$ cat config.mk
export PLATFORM = sky130hd
export DESIGN_NAME = sw_btn_ctrl
export DESIGN_NICKNAME = d
export VERILOG_FILES = /design/src/rtl/sw_btn_ctrl.sv
export SDC_FILE = /design/constraint.sdc
export NUM_CORES = 1
export LEC_CHECK = 0
export BUFFER_PORTS_ARGS = -buffer_cell sky130_fd_sc_hd__buf_4
export CAP_MARGIN = 20
export CELL_PAD_IN_SITES_DETAIL_PLACEMENT = 0
export CELL_PAD_IN_SITES_GLOBAL_PLACEMENT = 1
export CORE_ASPECT_RATIO = 1.5
export CORE_MARGIN = 2
export CORE_UTILIZATION = 44
export CTS_BUF_LIST = sky130_fd_sc_hd__clkbuf_4 sky130_fd_sc_hd__clkbuf_8
export CTS_CLUSTER_DIAMETER = 120
export DETAILED_ROUTE_END_ITERATION = 8
export GPL_TIMING_DRIVEN = 0
export PLACE_DENSITY = 0.78
export SYNTH_ARGS = -nofsm -noshare
export SYNTH_HDL_FRONTEND = slang
export SYNTH_SLANG_ARGS = --single-unit
$ cat constraint.sdc
create_clock -name ck -period 1.2 [get_ports ck]
set_clock_uncertainty 0.05 [all_clocks]
set_input_delay 0.12 -clock ck [delete_from_list [all_inputs] [get_ports ck]]
set_output_delay 0.12 -clock ck [all_outputs]
set_load 0.1 [all_outputs]
$ cat src/rtl/sw_btn_ctrl.sv
// Stopwatch button front end: synchronises and debounces the start/stop and clear
// buttons, detects presses, and sequences the run/hold/clear levels for the counter.
module sw_btn_ctrl #(
  parameter int DEB_CYCLES = 4,
  parameter int CW         = 4,
  parameter int CLR_CYCLES = 2
) (
  input  logic ck,
  input  logic res,
  input  logic btn_ss,
  input  logic btn_clr,
  output logic start,
  output logic stop,
  output logic clr_n,
  output logic running
);

  // No valid/ready handshakes here: the buttons are free-running levels and
  // the outputs are levels/strobes that the downstream counter samples every cycle.

  typedef enum logic [1:0] {
    IDLE  = 2'd0,
    RUN   = 2'd1,
    HOLD  = 2'd2,
    CLEAR = 2'd3
  } state_t;

  localparam logic [CW-1:0] DEB_MAX  = CW'(DEB_CYCLES - 1);
  localparam logic [3:0]    CLR_LOAD = 4'(CLR_CYCLES - 1);

  // Bit 0 carries the start/stop button, bit 1 the clear button.
  logic [1:0]    btn;
  logic [1:0]    sync1;
  logic [1:0]    sync2;
  logic [1:0]    stable;
  logic [1:0]    stable_q;
  logic [1:0]    press;
  logic [CW-1:0] deb_cnt [2];

  state_t     state;
  state_t     state_nxt;
  logic [3:0] clr_cnt;
  logic [3:0] clr_cnt_nxt;

  assign btn = {btn_clr, btn_ss};

  always_ff @(posedge ck or negedge res) begin
    if (!res) begin
      sync1    <= '0;
      sync2    <= '0;
      stable   <= '0;
      stable_q <= '0;
      for (int i = 0; i < 2; i++) deb_cnt[i] <= '0;
    end else begin
      sync1    <= btn;
      sync2    <= sync1;
      stable_q <= stable;
      for (int i = 0; i < 2; i++) begin
        if (sync2[i] != stable[i]) begin
          if (deb_cnt[i] == DEB_MAX) begin
            stable[i]  <= sync2[i];
            deb_cnt[i] <= '0;
          end else begin
            deb_cnt[i] <= deb_cnt[i] + 1'b1;
          end
        end else begin
          deb_cnt[i] <= '0;
        end
      end
    end
  end

  assign press = stable & ~stable_q;

  always_ff @(posedge ck or negedge res) begin
    if (!res) begin
      state   <= IDLE;
      clr_cnt <= '0;
    end else begin
      state   <= state_nxt;
      clr_cnt <= clr_cnt_nxt;
    end
  end

  // Clear has priority when idle or holding; while running, start/stop wins.
  always_comb begin
    state_nxt   = state;
    clr_cnt_nxt = clr_cnt;
    case (state)
      IDLE: begin
        if (press[1]) begin
          state_nxt   = CLEAR;
          clr_cnt_nxt = CLR_LOAD;
        end else if (press[0]) begin
          state_nxt = RUN;
        end
      end
      RUN: begin
        if (press[0]) state_nxt = HOLD;
      end
      HOLD: begin
        if (press[1]) begin
          state_nxt   = CLEAR;
          clr_cnt_nxt = CLR_LOAD;
        end else if (press[0]) begin
          state_nxt = RUN;
        end
      end
      CLEAR: begin
        if (clr_cnt == '0) state_nxt = IDLE;
        else               clr_cnt_nxt = clr_cnt - 1'b1;
      end
      default: state_nxt = IDLE;
    endcase
  end

  assign start   = (state == RUN);
  assign stop    = (state == HOLD);
  assign clr_n   = (state != CLEAR);
  assign running = start;

endmodule

==> metrics.txt <==
via count=682; crit path kind=flop to primary output; top-count cell post-synth=dfrtp_1; R2R Path Start=clr_cnt[0]; port bufs=7; Synth Area in Simple Gates=between 15 and 20%; Final Max Tran Viols=0; final period utilization=113%; Switching Power=1.65 mW; first-pass GRT wire length=3.00 mm; R2R depth=5; Die Wd=42.5 um; largest net degree at the start of global routing=23; multi-input logic area=just over 500 um^2; Clk Latency, worst-skew pair=0.30 ns; crit path from=state[1]; Layout Cells excl Fill=132; DR DRC count=0; Post-DP Area=1130 um^2; RSZ-0062 raised after global routing=yes; GPL Wtd Cong=0.798; Seq pwr share=between 20% and 30%; adder-cell share of the synthesized area=5.12%; reg2reg end=clr_cnt[1]; Max Cap Violations=0; Tmin final=1.36 ns; H-tree depth=1; post-synthesis mux area share=6.40%; drt wl/cell=about 13 um; Setup WS post-layout=-0.158 ns; largest family of logic cells by synthesized area=simple AND/OR/NAND/NOR gates; area leader, netlist=dfrtp_1; Logic pwr share=~58%; Rel. slew slack=around three quarters; synth top area cells=dfrtp_1 56%, ha_1 5.1%, mux2i_1 4.1%, nor2b_1 3.2%, a21oi_1 2.6%; FP Rows=20; Post-synth top cells=22 x dfrtp_1, 5 x a21oi_1, 5 x nor2b_1; Initial Util=47.0%; Synth Register Bits=22; yosys warns=0; Synth top area share=~56%; register area=553 um^2; Worst Setup End Kind=primary output; setup slack, reg-to-reg=-0.10 ns; Hold WC Path Type=input port to asynchronous set/reset pin; fmax=736 MHz; drt pass-1 iters=4; post-synthesis cell count=80; vias in the first global route=723; Placeable Area=2080 um^2; Sw Share=39.9%; average size of a mapped cell=about 12 um^2; final net count=119; placed insts=approximately 110; Leak=about 0.64 nW; post-route cell area=1450 um^2; power per standard cell area=2860 nW/um^2; Total Wirelength=1.76 mm; final hold vios=0; CP Capture Point=start; Synth Area in Compound Gates=6.27%; Worst Path Required=1.03 ns; GRT Overall Usage=between 10% and 20%; top_reg_cell synth=dfrtp_1; run status=finished, violations left; initial antenna violation count=0; Util after Layout=69.6%; clock slew at reported path FFs=~0.12 ns; Clock power frac=13.3%; Post-synth EDFFs=0; Clock Sinks=22; Area Growth Syn to Fin=48.0%; DRT iter0 DRCs=10; Ant. Diodes=0; die height=~60 um; worst-margin pin slew=approximately 0.39 ns; startpoint types=flop; Final setup viols=9; Power Internal=2.49 mW; XOR/XNOR share of the synthesized area=3.59%; hpwl dp=1.07 mm; crit-path max FO=4; Peak VDD IR=1.37 mV; TritonCTS clock tree=yes; post-place setup slack=-0.157 ns; Ports=8; Num CTS Buffers=3; clock root buffer=clkbuf_4; WP data arrival=around 1.2 ns; Synth Cell Area=977 um^2; fraction of registers with async set or reset after synthesis=100%; ANT nets after route=0; Layout fillers=roughly 150; clk buf depth=2; layout cells sized above 1=50.9%; Congestion Overflow GR=0; failing checks=negative setup slack; Seq/Total Area, Yosys=56.3%; Die Footprint=2620 um^2; DR vias/cell=5.17; post-synth cell types=29; Mapped Nets=just under 90
==> final cells by class <==
| type | count | share of cell area [%] |
|---|---|---|
| Sequential cell | 22 | 38.2 |
| Multi-Input combinational cell | 52 | 35.3 |
| Timing Repair Buffer | 26 | 17.9 |
| Clock inverter | 1 | 2.08 |
| Tap cell | 22 | 1.90 |
| Inverter | 5 | 1.64 |
| Clock buffer | 3 | 1.56 |
| Buffer | 1 | 1.38 |
==> critical path: stages (launching register included) <==
cell and delay (ns):
dfrtp_2 0.46, nor2b_4 0.16, buf_12 0.11, buf_12 0.16
==> power groups by stage <==
stage	combinational (mW)	clock, mW	sequential [mW]
floorplan	1.38	0	1.14
global placement	1.60	0	1.17
detailed placement	1.62	0	1.19
CTS	2.15	0.573	1.15
global route	2.58	0.591	1.21
finish	2.42	0.549	1.18
==> cells by family (layout without fill, tap and decap cells) <==
logic type               count (synthesis)  in the layout
AND/OR/NAND/NOR                         29             29
buffers and inverters                    6             36
multiplexers                             6              6
XOR/XNOR                                 4              4
AO/OA/AOI/OAI                            9              9
flip-flops                              22             22
adder cells (fa/ha/maj)                  4              4
==> flip-flops by register name (all words and copies together), names as in the netlist <==
register and flops:
sync1 2, stable_q 2, deb_cnt 8, stable 2, sync2 2, state 2
clr_cnt 4
==> placed cells by master, fill, tap and decap left out, types with 4 or more instances in the layout <==
| master | count |
|---|---|
| dfrtp_1 | 20 |
| buf_4 | 15 |
| buf_6 | 5 |
| mux2i_1 | 4 |
| buf_12 | 4 |
==> worst min path at each step <==
stage,slack [ns],endpoint,start,depth (start not counted)
2_1_floorplan,-0.23,clr_cnt[0],res,0
3_3_place_gp,-0.03,clr_cnt[3],res,1
4_1_cts,0.17,state[1],res,2
6_report,0.18,sync1[1],res,2
5_1_grt,0.17,sync1[1],res,2
3_5_place_dp,-0.03,clr_cnt[3],res,1
==> per-layer routing <==
layer  wire length [um]  up-vias  GRT usage (%)
li1                   -      332              -
met1                715      336           18.1
met2                982       10           26.6
met3                 32        4           1.73
met4                 33        0           12.9
met5                  0        -              0
==> what timing repair did <==
action | CTS | global route
pin swaps | 9 | 5
buffers inserted | 13 | 5
resized for setup | 15 | 13
endpoints found under the setup margin | 10 | 13
hold buffers | 3 | 0
endpoints found under the hold margin | 24 | 0
==> through the flow <==
stage | hold slack [ns] | setup TNS (ns) | power (mW)
final | 0.177 | -0.884 | 4.14
after global routing | 0.171 | -1.56 | 4.38
after detailed placement | -0.0270 | -0.565 | 2.81
after floorplan | -0.226 | -0.306 | 2.52
after global placement | -0.0276 | -0.454 | 2.77
after CTS | 0.171 | -0.946 | 3.88
No activity file was read; power rests on OpenSTA's default activity.
